File: config.mk
export PLATFORM = sky130hd
export DESIGN_NAME = ov7670_mem_writer
export DESIGN_NICKNAME = d
export VERILOG_FILES = /design/src/rtl/img_pkg.sv /design/src/rtl/ov7670_byte_assembler.sv /design/src/rtl/ov7670_mem_writer.sv
export SDC_FILE = /design/constraint.sdc
export NUM_CORES = 1
export LEC_CHECK = 0
export ABC_AREA = 1
export BUFFER_PORTS_ARGS = -buffer_cell sky130_fd_sc_hd__buf_2
export CORE_ASPECT_RATIO = 1.4
export CORE_MARGIN = 3
export CORE_UTILIZATION = 40
export DETAILED_ROUTE_END_ITERATION = 16
export GPL_ROUTABILITY_DRIVEN = 0
export PLACE_DENSITY = 0.65
export SLEW_MARGIN = 25
export SYNTH_ARGS = -nofsm -noshare
export SYNTH_HDL_FRONTEND = slang
export SYNTH_SLANG_ARGS = --single-unit
export TNS_END_PERCENT = 30
File: constraint.sdc
create_clock -name clk -period 2.3 [get_ports clk]
set_clock_uncertainty 0.05 [all_clocks]
set_input_delay 0.23 -clock clk [delete_from_list [all_inputs] [get_ports clk]]
set_output_delay 0.23 -clock clk [all_outputs]
set_load 0.005 [all_outputs]
File: src/rtl/img_pkg.sv
// Shared frame-buffer geometry, capture state and pixel types for the camera
// capture path and the VGA reader.
package img_pkg;

  localparam int unsigned IMG_W_DEFAULT = 320;
  localparam int unsigned IMG_H_DEFAULT = 240;
  localparam int unsigned IMG_ADDR_W    = $clog2(IMG_W_DEFAULT * IMG_H_DEFAULT);
  localparam int unsigned BYTE_W        = 8;

  typedef enum logic {
    IDLE   = 1'b0,
    ACTIVE = 1'b1
  } cap_state_e;

  typedef struct packed {
    logic [4:0] r;
    logic [5:0] g;
    logic [4:0] b;
  } rgb565_t;

  // The first byte on the bus carries R and the upper G bits.
  function automatic rgb565_t pack_pixel(input logic [BYTE_W-1:0] hi,
                                         input logic [BYTE_W-1:0] lo);
    return rgb565_t'({hi, lo});
  endfunction

endpackage

File: src/rtl/ov7670_byte_assembler.sv
// Pairs OV7670 bus bytes into RGB565 pixels: byte-phase toggle, high-byte
// latch and a combinational pixel strobe on the second byte.
module ov7670_byte_assembler
  import img_pkg::*;
(
  input  logic              clk,
  input  logic              reset_n,
  input  logic              en,
  input  logic              clear,
  input  logic              href,
  input  logic [BYTE_W-1:0] data,
  output logic              pix_valid_c,
  output rgb565_t           pix_c
);

  logic              phase;
  logic [BYTE_W-1:0] hi;

  // A clear wins over everything so a dangling odd byte never pairs up
  // with the first byte of the next line.
  always_ff @(posedge clk or negedge reset_n) begin
    if (!reset_n) begin
      phase <= 1'b0;
      hi    <= '0;
    end else if (clear) begin
      phase <= 1'b0;
    end else if (en && href) begin
      if (!phase) hi <= data;
      phase <= ~phase;
    end
  end

  assign pix_valid_c = en & href & phase & ~clear;
  assign pix_c       = pack_pixel(hi, data);

endmodule

File: src/rtl/ov7670_mem_writer.sv
// OV7670 RGB565 capture into the frame buffer at IMG_W*y + x.
// Define CAM_DECIMATE_EN for a VGA sensor stored 2:1 in both axes.
module ov7670_mem_writer
  import img_pkg::*;
#(
  parameter  int unsigned IMG_W  = IMG_W_DEFAULT,
  parameter  int unsigned IMG_H  = IMG_H_DEFAULT,
  localparam int unsigned ADDR_W = $clog2(IMG_W * IMG_H)
) (
  input  logic              clk,
  input  logic              reset_n,
  input  logic              capture_en,
  input  logic              vsync,
  input  logic              href,
  input  logic [BYTE_W-1:0] data,
  output logic              we,
  output logic [ADDR_W-1:0] wAddr,
  output logic [15:0]       wData,
  output logic              frame_done,
  output logic              busy
);

`ifdef CAM_DECIMATE_EN
  localparam int unsigned DEC_SH = 1;
`else
  localparam int unsigned DEC_SH = 0;
`endif
  localparam int unsigned COL_MAX = IMG_W << DEC_SH;
  localparam int unsigned ROW_MAX = IMG_H << DEC_SH;
  localparam int unsigned COL_W   = $clog2(COL_MAX + 1);
  localparam int unsigned ROW_W   = $clog2(ROW_MAX + 1);

  cap_state_e        state;
  logic              vsync_r, vsync_d, href_r, href_d;
  logic [BYTE_W-1:0] data_r;
  logic [COL_W-1:0]  col;
  logic [ROW_W-1:0]  row;
  logic              line_pix;

  logic              vsync_fall_c, vsync_rise_c, href_fall_c, start_c;
  logic              pix_valid_c, keep_c, in_range_c;
  rgb565_t           pix_c;
  logic [ADDR_W-1:0] addr_c;

  assign vsync_fall_c = vsync_d & ~vsync_r;
  assign vsync_rise_c = ~vsync_d & vsync_r;
  assign href_fall_c  = href_d & ~href_r;
  assign start_c      = (state == IDLE) & vsync_fall_c & capture_en;

  ov7670_byte_assembler u_asm (
    .clk         (clk),
    .reset_n     (reset_n),
    .en          (state == ACTIVE),
    .clear       (href_fall_c | start_c),
    .href        (href_r),
    .data        (data_r),
    .pix_valid_c (pix_valid_c),
    .pix_c       (pix_c)
  );

  // Only even input columns and rows survive decimation.
`ifdef CAM_DECIMATE_EN
  assign keep_c = ~col[0] & ~row[0];
`else
  assign keep_c = 1'b1;
`endif

  assign in_range_c = keep_c && (col < COL_W'(COL_MAX)) && (row < ROW_W'(ROW_MAX));
  assign addr_c     = ADDR_W'(IMG_W) * ADDR_W'(row >> DEC_SH) + ADDR_W'(col >> DEC_SH);

  always_ff @(posedge clk or negedge reset_n) begin
    if (!reset_n) begin
      state      <= IDLE;
      vsync_r    <= 1'b0;
      vsync_d    <= 1'b0;
      href_r     <= 1'b0;
      href_d     <= 1'b0;
      data_r     <= '0;
      col        <= '0;
      row        <= '0;
      line_pix   <= 1'b0;
      we         <= 1'b0;
      wAddr      <= '0;
      wData      <= '0;
      frame_done <= 1'b0;
      busy       <= 1'b0;
    end else begin
      vsync_r    <= vsync;
      vsync_d    <= vsync_r;
      href_r     <= href;
      href_d     <= href_r;
      data_r     <= data;
      we         <= 1'b0;
      frame_done <= 1'b0;
      case (state)
        IDLE: begin
          if (start_c) begin
            state    <= ACTIVE;
            busy     <= 1'b1;
            col      <= '0;
            row      <= '0;
            line_pix <= 1'b0;
          end
        end
        ACTIVE: begin
          if (pix_valid_c) begin
            line_pix <= 1'b1;
            if (in_range_c) begin
              we    <= 1'b1;
              wAddr <= addr_c;
              wData <= pix_c;
            end
            if (col < COL_W'(COL_MAX)) col <= col + COL_W'(1);
          end
          // Lines that never completed a pixel do not advance the row.
          if (href_fall_c) begin
            col      <= '0;
            line_pix <= 1'b0;
            if (line_pix && (row < ROW_W'(ROW_MAX))) row <= row + ROW_W'(1);
          end
          if (vsync_rise_c) begin
            state      <= IDLE;
            busy       <= 1'b0;
            frame_done <= 1'b1;
          end
        end
        default: state <= IDLE;
      endcase
    end
  end

endmodule

==> results of run 1 <==
-- area by class of cell --
class | count | share of cell area
clock buffer | 11 | 0.0525
clock inverter | 5 | 0.00785
inverter | 50 | 0.0414
multi-input combinational | 281 | 0.354
sequential | 76 | 0.412
tap | 107 | 0.0290
timing repair buffer | 74 | 0.103
-- how the worst max path moves through the flow --
stage	startpoint	endpoint	slack, ns	cells after the start
after CTS	row[1]$_DFFE_PN0P_	wAddr[15]$_DFFE_PN0P_	0.01	12
after detailed placement	row[1]$_DFFE_PN0P_	wAddr[15]$_DFFE_PN0P_	-0.01	13
after global routing	row[3]$_DFFE_PN0P_	wAddr[16]$_DFFE_PN0P_	-0.07	14
final	row[3]$_DFFE_PN0P_	wAddr[15]$_DFFE_PN0P_	0.07	12
after floorplan	row[1]$_DFFE_PN0P_	wAddr[15]$_DFFE_PN0P_	0.003	13
after global placement	row[1]$_DFFE_PN0P_	wAddr[15]$_DFFE_PN0P_	0.04	13
-- synthesized netlist by cell type (all sizes together) --
master,number,area share
nand2,126,0.13
dfrtp,76,0.50
inv,49,0.049
o21ai,44,0.075
nand3,30,0.041
nor2,19,0.024
ha,17,0.056
a21oi,12,0.019
xor2,9,0.021
buf,8,0.023
nor3,6,0.011
nand4,5,0.0083
o31ai,5,0.011
clkbuf,2,0.0046
fa,2,0.011
nand3b,2,0.0040
xnor2,2,0.0046
clkinv,1,0.0013
nor4,1,0.0017
o21bai,1,0.0020
-- layout by cell type (no fill, tap or decap), types with 13 or more instances in the layout --
master   Yosys  routed
nand2_1    121     117
nand3_1     29      28
buf_4        1      15
o21ai_2     17      17
nor2_1      13      13
inv_1       46      44
buf_2        0      47
dfrtp_1     76      76
o21ai_0     19      19
ha_1        17      14
-- metal layers --
layer  routed length, um  share of wire  vias up  GRT usage
met2                3650           0.49       59      0.239
met4                 123          0.016        0     0.0567
li1                    -              -     1496          -
met5                   0              0        -          0
met3                 333          0.044       10     0.0408
met1                3380           0.45     1406      0.192
-- sequential cells by signal (all words and copies together), names as in the netlist --
name	cells
row	8
frame_done	1
vsync_r	1
u_asm.phase	1
col	9
busy	1
wAddr	17
href_r	1
u_asm.hi	8
wData	16
we	1
line_pix	1
state	1
data_r	8
vsync_d	1
href_d	1
-- kinds of logic after synthesis --
kind of cell | Yosys count
buffers and inverters | 60
adders and majority gates | 19
xor gates and xnor gates | 11
and+or+nand+nor | 189
DFF | 76
AOI/OAI and AO/OA | 62
-- worst max-delay path, delay by kind of cell (launching register included) --
kind | cells | cell delay (ns)
buf+inv | 1 | 0.06
simple gates | 8 | 0.60
flops | 1 | 0.38
fa+ha+maj | 3 | 1.04
-- timing repair --
item | CTS | global route
gates resized for setup | 2 | 12
pin swaps | 0 | 7
hold buffers | 11 | 0
buffers inserted | 0 | 1
endpoints found under the hold margin | 51 | 0
endpoints found under the setup margin | 2 | 5
-- through the flow --
stage / worst slack (ns) / total power, W
finish: 0.0650 / 0.00417
global route: -0.0662 / 0.00446
CTS: 0.0123 / 0.00421
detailed placement: -0.0103 / 0.00286
global placement: 0.0366 / 0.00283
floorplan: 0.00305 / 0.00245
-- where the power goes --
group	internal (W)	switching, W	leakage, nW
Sequential	0.00167	0.000173	0.986
Clock	0.000761	0.000555	0.128
Combinational	0.000461	0.000557	1.21
Total	0.00289	0.00128	2.33
==> reports/metrics.csv, run 1 <==
metric;value;unit
io_buffers;48;
drc_errors;0;
rr_endpoint;wAddr[15]$_DFFE_PN0P_;
cp-start-kind;flip-flop;
die_area;10700;um2
hp-class;in2reg;
cts-root-buf;clkbuf_16;
crit_path_top_delay_cell;fa_2;
finalHoldViolCount;0;
timing.final.crit_share;0.972;
dp_cells;576;
synth_top_family_by_area;simple AND/OR/NAND/NOR gates;
regArea;1900;um2
syn_nets;449;
synthAdderAreaFrac;0.0667;
grt_usage;0.150;
cts_buffers;9;
setup_viol;0;
synth_xor_area_frac;0.0254;
ys_warn_count;0;
synth_cell_types;34;
r2r_start;row[3]$_DFFE_PN0P_;
rows;41;
ant_nets;0;
rsz0062_at_grt;true;
fillers;828;
fin_setup_tns;0;ns
status;finished, final reports clean;
slew_violations;0;
final_area;4620;um2
start_util;0.415;
layout-drive-gt1-share;0.252;
end_kind;flip-flop;
clk_path_buf_depth;2;
layout.cells.non_filler;604;
grt_max_degree;54;
antenna_found_initial;0;
fin_hold_ws;0.159;ns
n_antenna_cell;0;
cp.required;2.48;ns
drv_cap;0;
ys_seq_area_frac;0.502;
area_growth;22.0;%
clock-sinks;76;
synthMuxAreaShare;0;
boundaryPins;49;
die_h;121;um
final_util;0.506;
vias;2971;
drtIter0Drc;109;
slew_headroom;0.609;
grt_pass1_vias;2798;
clkTransAtPathRegs;0.06;ns
avgSynthCellArea;9.08;um2
synth_compound_area_frac;0.107;
r2r_slack;0.07;ns
syn_inst;417;
hold_end;state$_DFF_PN0_;
vias_per_cell;4.92;
die_x;88.2;um
cts_tree;built;
final_nets;524;
wl;7.49;mm
r2r_cells;12;
irDropWorstVdd;0.345;mV
path_cells;ha_1, ha_2, fa_2, nand2_2, inv_2, nand2_2, nor2_4, nand3_2, nor2_1, nand2_1, nand3_1, nand2_1;
dpl.hpwl;5.28;mm
min_path_cells;3;
core_region_area;9130;um2
clk_latency;0.34;ns
hold_path_startpoint;capture_en;
power.density;903;nW/um2
syn-cell-area;3790;um2
worstSetupPathType;reg2reg;
htree_levels;3;
first_pass_iters;4;
fmax;447;MHz
place_area;4180;um2
max_stage_delay;0.55;ns
wl_per_cell;12.4;um
worst_slew_pin_slew;0.587;ns
synthSimpleGateAreaFrac;0.221;
crit_fanout;3;
finalCriticalPeriod;2.23;ns
total_leakage_power;2.33;nW
critPathArrivalTime;2.41;ns
multi_input_area;1640;um2
overflow;0;
ys_ff_latch;76;
grt_pass1_wl;12.6;mm
(Power assumes the default switching activity.)
==> inputs of run 2 (changes only) <==
--- a/config.mk
+++ b/config.mk
@@ -9,10 +9,10 @@
 export BUFFER_PORTS_ARGS = -buffer_cell sky130_fd_sc_hd__buf_2
 export CORE_ASPECT_RATIO = 1.4
 export CORE_MARGIN = 3
-export CORE_UTILIZATION = 40
+export CORE_UTILIZATION = 35
 export DETAILED_ROUTE_END_ITERATION = 16
 export GPL_ROUTABILITY_DRIVEN = 0
-export PLACE_DENSITY = 0.65
+export PLACE_DENSITY = 0.59
 export SLEW_MARGIN = 25
 export SYNTH_ARGS = -nofsm -noshare
 export SYNTH_HDL_FRONTEND = slang
==> reports/metrics.csv, run 2 (synthesis gave the netlist of run 1 again) <==
metric;value;unit
wl_met1;3.35;mm
critPathTopFamily;adder cells;
clk_latency;0.33;ns
met2_length;3.73;mm
rows;44;
ant_nets;0;
power.density;943;nW/um2
layout.cells.non_filler;636;
slew_headroom;0.597;
grt_pass1_wl;12.9;mm
vias;2946;
cts_buffers;9;
critPathBufInv;2;
wl;7.66;mm
core_region_area;10500;um2
grt_max_degree;54;
fin_setup_tns;0;ns
p_total;0.00447;W
overflow;0;
start_util;0.362;
n_antenna_cell;0;
largest_reg_flops;17;
finalCriticalPeriod;2.26;ns
finalHoldViolCount;0;
die_h;129;um
wl_per_cell;12.0;um
end_kind;flip-flop;
die_x;93.9;um
place_area;4210;um2
cp-start-kind;flip-flop;
clk_path_buf_depth;2;
grt_usage;0.135;
mostFrequentLayoutCell;nand2_1;
final_area;4740;um2
cts-root-buf;clkbuf_16;
total_leakage_power;2.37;nW
fmax;443;MHz
multi_input_area;1650;um2
wl_met3;337;um
final_nets;525;
boundaryPins;49;
slew_violations;0;
cts_tree;built;
dp_slack;-0.00843;ns
dp_cells;606;
io_buffers;48;
drc_errors;0;
layout_setup_ws;0.0412;ns
status;finished, final reports clean;
path_cells;ha_4, ha_4, fa_2, nor2_1, nor2_4, nand2_2, nor2_2, buf_4, buf_4, xnor2_1, o21ai_2;
top_layer_used;met4;
regArea;1900;um2
vias_per_cell;4.63;
clkTransAtPathRegs;0.06;ns
timing.final.crit_share;0.982;
crit_fanout;4;
crit_path_top_delay_cell;dfrtp_1;
dpl.hpwl;5.40;mm
first_pass_iters;4;
critPathArrivalTime;2.41;ns
hp-class;in2reg;
htree_levels;3;
area_growth;25.3;%
max_stage_delay;0.41;ns
cp.required;2.45;ns
setup_viol;0;
worst_slew_pin_slew;0.605;ns
antenna_found_initial;0;
drtIter0Drc;153;
final_cell_mix;nand2_1 (117), dfrtp_1 (76), buf_2 (47);
worstSetupPathType;reg2reg;
layout-drive-gt1-share;0.255;
grt_pass1_vias;2864;
reg_top3;wAddr x17, wData x16, col x9;
fillers;1017;
irDropWorstVdd;0.349;mV
largest_register;wAddr;
drv_cap;0;
clock-sinks;76;
rsz0062_at_grt;true;
die_area;12100;um2
-- run 2: repair_timing --
action	CTS	global route
hold buffers	11	0
hold endpoints to repair	44	0
buffers inserted	0	3
pin swaps	0	12
setup endpoints to repair	3	6
resized for setup	2	14
-- run 2: path summary, 6_finish.rpt --
kind / start / end / slack, ns / depth (start not counted)
worst max-delay path: row[3]$_DFFE_PN0P_ / wAddr[12]$_DFFE_PN0P_ / 0.04 / 11
worst min-delay path: capture_en / state$_DFF_PN0_ / 0.18 / 3
worst max register to register: row[3]$_DFFE_PN0P_ / wAddr[12]$_DFFE_PN0P_ / 0.04 / 11
worst min register to register: vsync_r$_DFF_PN0_ / vsync_d$_DFF_PN0_ / 0.36 / 0
max in group asynchronous: reset_n / wAddr[4]$_DFFE_PN0P_ / 1.28 / 3
min in group asynchronous: reset_n / wData[0]$_DFFE_PN0P_ / 0.35 / 2
-- run 2: layout make-up --
class                   count  area share
clock buffers              10      0.0483
inverters                  50      0.0403
flip-flops and latches     76       0.401
multi-input cells         281       0.348
well taps                 138      0.0364
repair buffers             75       0.102
clock inverters             6      0.0235
-- run 2: report_power, final --
part	internal, W	total (W)	switching, W	leakage (nW)
registers	0.00167	0.00185	0.000181	0.986
logic	0.000469	0.00102	0.000547	1.22
clock network	0.00106	0.00161	0.000549	0.163
-- run 2: per-stage QoR --
stage / hold slack, ns / util
floorplan: -0.116 / -
global placement: 0.170 / 0.402
detailed placement: 0.176 / 0.402
CTS: 0.164 / 0.446
global route: 0.194 / 0.454
finish: 0.178 / 0.454
-- run 2: worst reg2reg max path, cell delays in order, from the launching register on --
cell	delay (ns)
dfrtp_1	0.41
ha_4	0.25
ha_4	0.16
fa_2	0.39
nor2_1	0.21
nor2_4	0.05
nand2_2	0.07
nor2_2	0.05
buf_4	0.12
buf_4	0.12
xnor2_1	0.17
o21ai_2	0.06
-- run 2: metal layers --
layer  vias to the layer above  global-route usage
li1                       1509                   -
met1                      1362               0.162
met2                        54               0.220
met3                        21              0.0377
met4                         0              0.0714
met5                         -                   0
==> inputs of run 3 (changes only) <==
--- a/config.mk
+++ b/config.mk
@@ -6,13 +6,12 @@
 export NUM_CORES = 1
 export LEC_CHECK = 0
 export ABC_AREA = 1
-export BUFFER_PORTS_ARGS = -buffer_cell sky130_fd_sc_hd__buf_2
-export CORE_ASPECT_RATIO = 1.4
 export CORE_MARGIN = 3
 export CORE_UTILIZATION = 35
 export DETAILED_ROUTE_END_ITERATION = 16
+export DONT_BUFFER_PORTS = 1
 export GPL_ROUTABILITY_DRIVEN = 0
-export PLACE_DENSITY = 0.59
+export PLACE_DENSITY = 0.55
 export SLEW_MARGIN = 25
 export SYNTH_ARGS = -nofsm -noshare
 export SYNTH_HDL_FRONTEND = slang
==> reports/metrics.csv, run 3 (synthesis gave the netlist of run 1 again) <==
metric;value;unit
drc_errors;0;
final_cell_mix;nand2_1 (116), dfrtp_1 (75), inv_1 (44);
vias_per_cell;4.70;
vias;2759;
fin_hold_ws;0.0271;ns
crit_fanout;3;
worstSetupPathType;reg2reg;
clk_latency;0.34;ns
critPathTopFamily;adder cells;
multi_input_area;1670;um2
crit_path_top_delay_cell;fa_2;
cp-start-kind;flip-flop;
drtIter0Drc;128;
area_growth;15.9;%
mostFrequentLayoutCell;nand2_1;
regArea;1900;um2
clock-sinks;76;
total_leakage_power;2.10;nW
first_pass_iters;4;
cts_buffers;9;
start_util;0.364;
grt_max_degree;77;
setup_viol;0;
slew_violations;0;
final_nets;478;
htree_levels;3;
clk_path_buf_depth;2;
max_stage_delay;0.60;ns
largest_reg_flops;17;
wl;7.58;mm
finalCriticalPeriod;2.26;ns
core_region_area;10400;um2
die_h;110;um
critPathBufInv;1;
slew_headroom;0.588;
io_buffers;0;
reg_top3;wAddr x17, wData x16, col x9;
layout-drive-gt1-share;0.186;
timing.final.crit_share;0.982;
die_area;12100;um2
boundaryPins;49;
cts_tree;built;
antenna_found_initial;0;
hp-class;in2reg;
cts-root-buf;clkbuf_8;
power.density;848;nW/um2
fmax;443;MHz
fillers;1036;
fin_setup_tns;0;ns
grt_pass1_vias;2675;
largest_register;wAddr;
finalHoldViolCount;0;
wl_per_cell;12.9;um
n_antenna_cell;0;
drv_cap;0;
end_kind;flip-flop;
final_util;0.421;
grt_usage;0.136;
path_cells;ha_4, ha_4, fa_2, nand2_4, inv_2, nand2_2, nor2_2, nand3_2, nor2_1, nand2_1, nand3_1, nand2_1;
cp.required;2.49;ns
ant_nets;0;
worst_slew_pin_slew;0.619;ns
critPathArrivalTime;2.45;ns
overflow;0;
status;finished, final reports clean;
clkTransAtPathRegs;0.09;ns
rows;37;
dpl.hpwl;5.31;mm
irDropWorstVdd;0.362;mV
rsz0062_at_grt;true;
die_x;110;um
grt_pass1_wl;13.0;mm
run 3: metal layers:
metal,vias to the layer above,share of wire,GRT usage
met5,-,0,0
met1,1307,0.46,0.183
met2,39,0.49,0.218
li1,1407,-,-
met4,0,0.011,0.0374
met3,6,0.037,0.0332
run 3: final timing paths:
path | startpoint | to | slack (ns) | depth (start not counted)
setup / recovery | row[1]$_DFFE_PN0P_ | wAddr[15]$_DFFE_PN0P_ | 0.04 | 12
hold / removal | capture_en | state$_DFF_PN0_ | 0.03 | 2
setup reg to reg | row[1]$_DFFE_PN0P_ | wAddr[15]$_DFFE_PN0P_ | 0.04 | 12
hold reg to reg | vsync_r$_DFF_PN0_ | vsync_d$_DFF_PN0_ | 0.37 | 0
max in group asynchronous | reset_n | row[2]$_DFFE_PN0P_ | 1.46 | 2
min in group asynchronous | reset_n | u_asm.hi[0]$_DFFE_PN0P_ | 0.42 | 2
run 3: power by group:
| part | internal [W] | switching [W] | leakage (nW) | total [W] |
|---|---|---|---|---|
| Sequential | 0.00167 | 0.000258 | 0.984 | 0.00192 |
| Clock | 0.000507 | 0.000511 | 0.104 | 0.00102 |
| Combinational | 0.000332 | 0.000448 | 1.01 | 0.000781 |
| Total | 0.00250 | 0.00122 | 2.10 | 0.00372 |
run 3: area by class of cell:
cell class / count / share of cell area
inverter: 50 / 0.0436
clock inverter: 7 / 0.0171
sequential: 76 / 0.434
clock buffer: 9 / 0.0282
timing repair buffer: 28 / 0.0587
multi-input combinational: 281 / 0.380
tap: 136 / 0.0388
run 3: stage by stage:
stage	cells	worst slack, ns	cell area, um2	total power (W)
global route	587	-0.128	4390	0.00401
floorplan	417	0.00305	3790	0.00245
global placement	555	0.0220	3940	0.00262
CTS	585	0.00860	4310	0.00374
detailed placement	555	-0.0339	3940	0.00265
finish	587	0.0416	4390	0.00372
run 3: worst reg2reg max path, stage by stage, from the launching register on:
cell and delay (ns):
dfrtp_1 0.42, ha_4 0.26, ha_4 0.16, fa_2 0.60, nand2_4 0.07, inv_2 0.06, nand2_2 0.05, nor2_2 0.12
nand3_2 0.09, nor2_1 0.11, nand2_1 0.06, nand3_1 0.08, nand2_1 0.05
run 3: repair_timing:
action / CTS / global route
endpoints found under the hold margin: 86 / 0
endpoints found under the setup margin: 3 / 5
pin swaps: 4 / 14
hold buffers: 12 / 0
buffers inserted: 2 / 2
gates resized for setup: 5 / 16
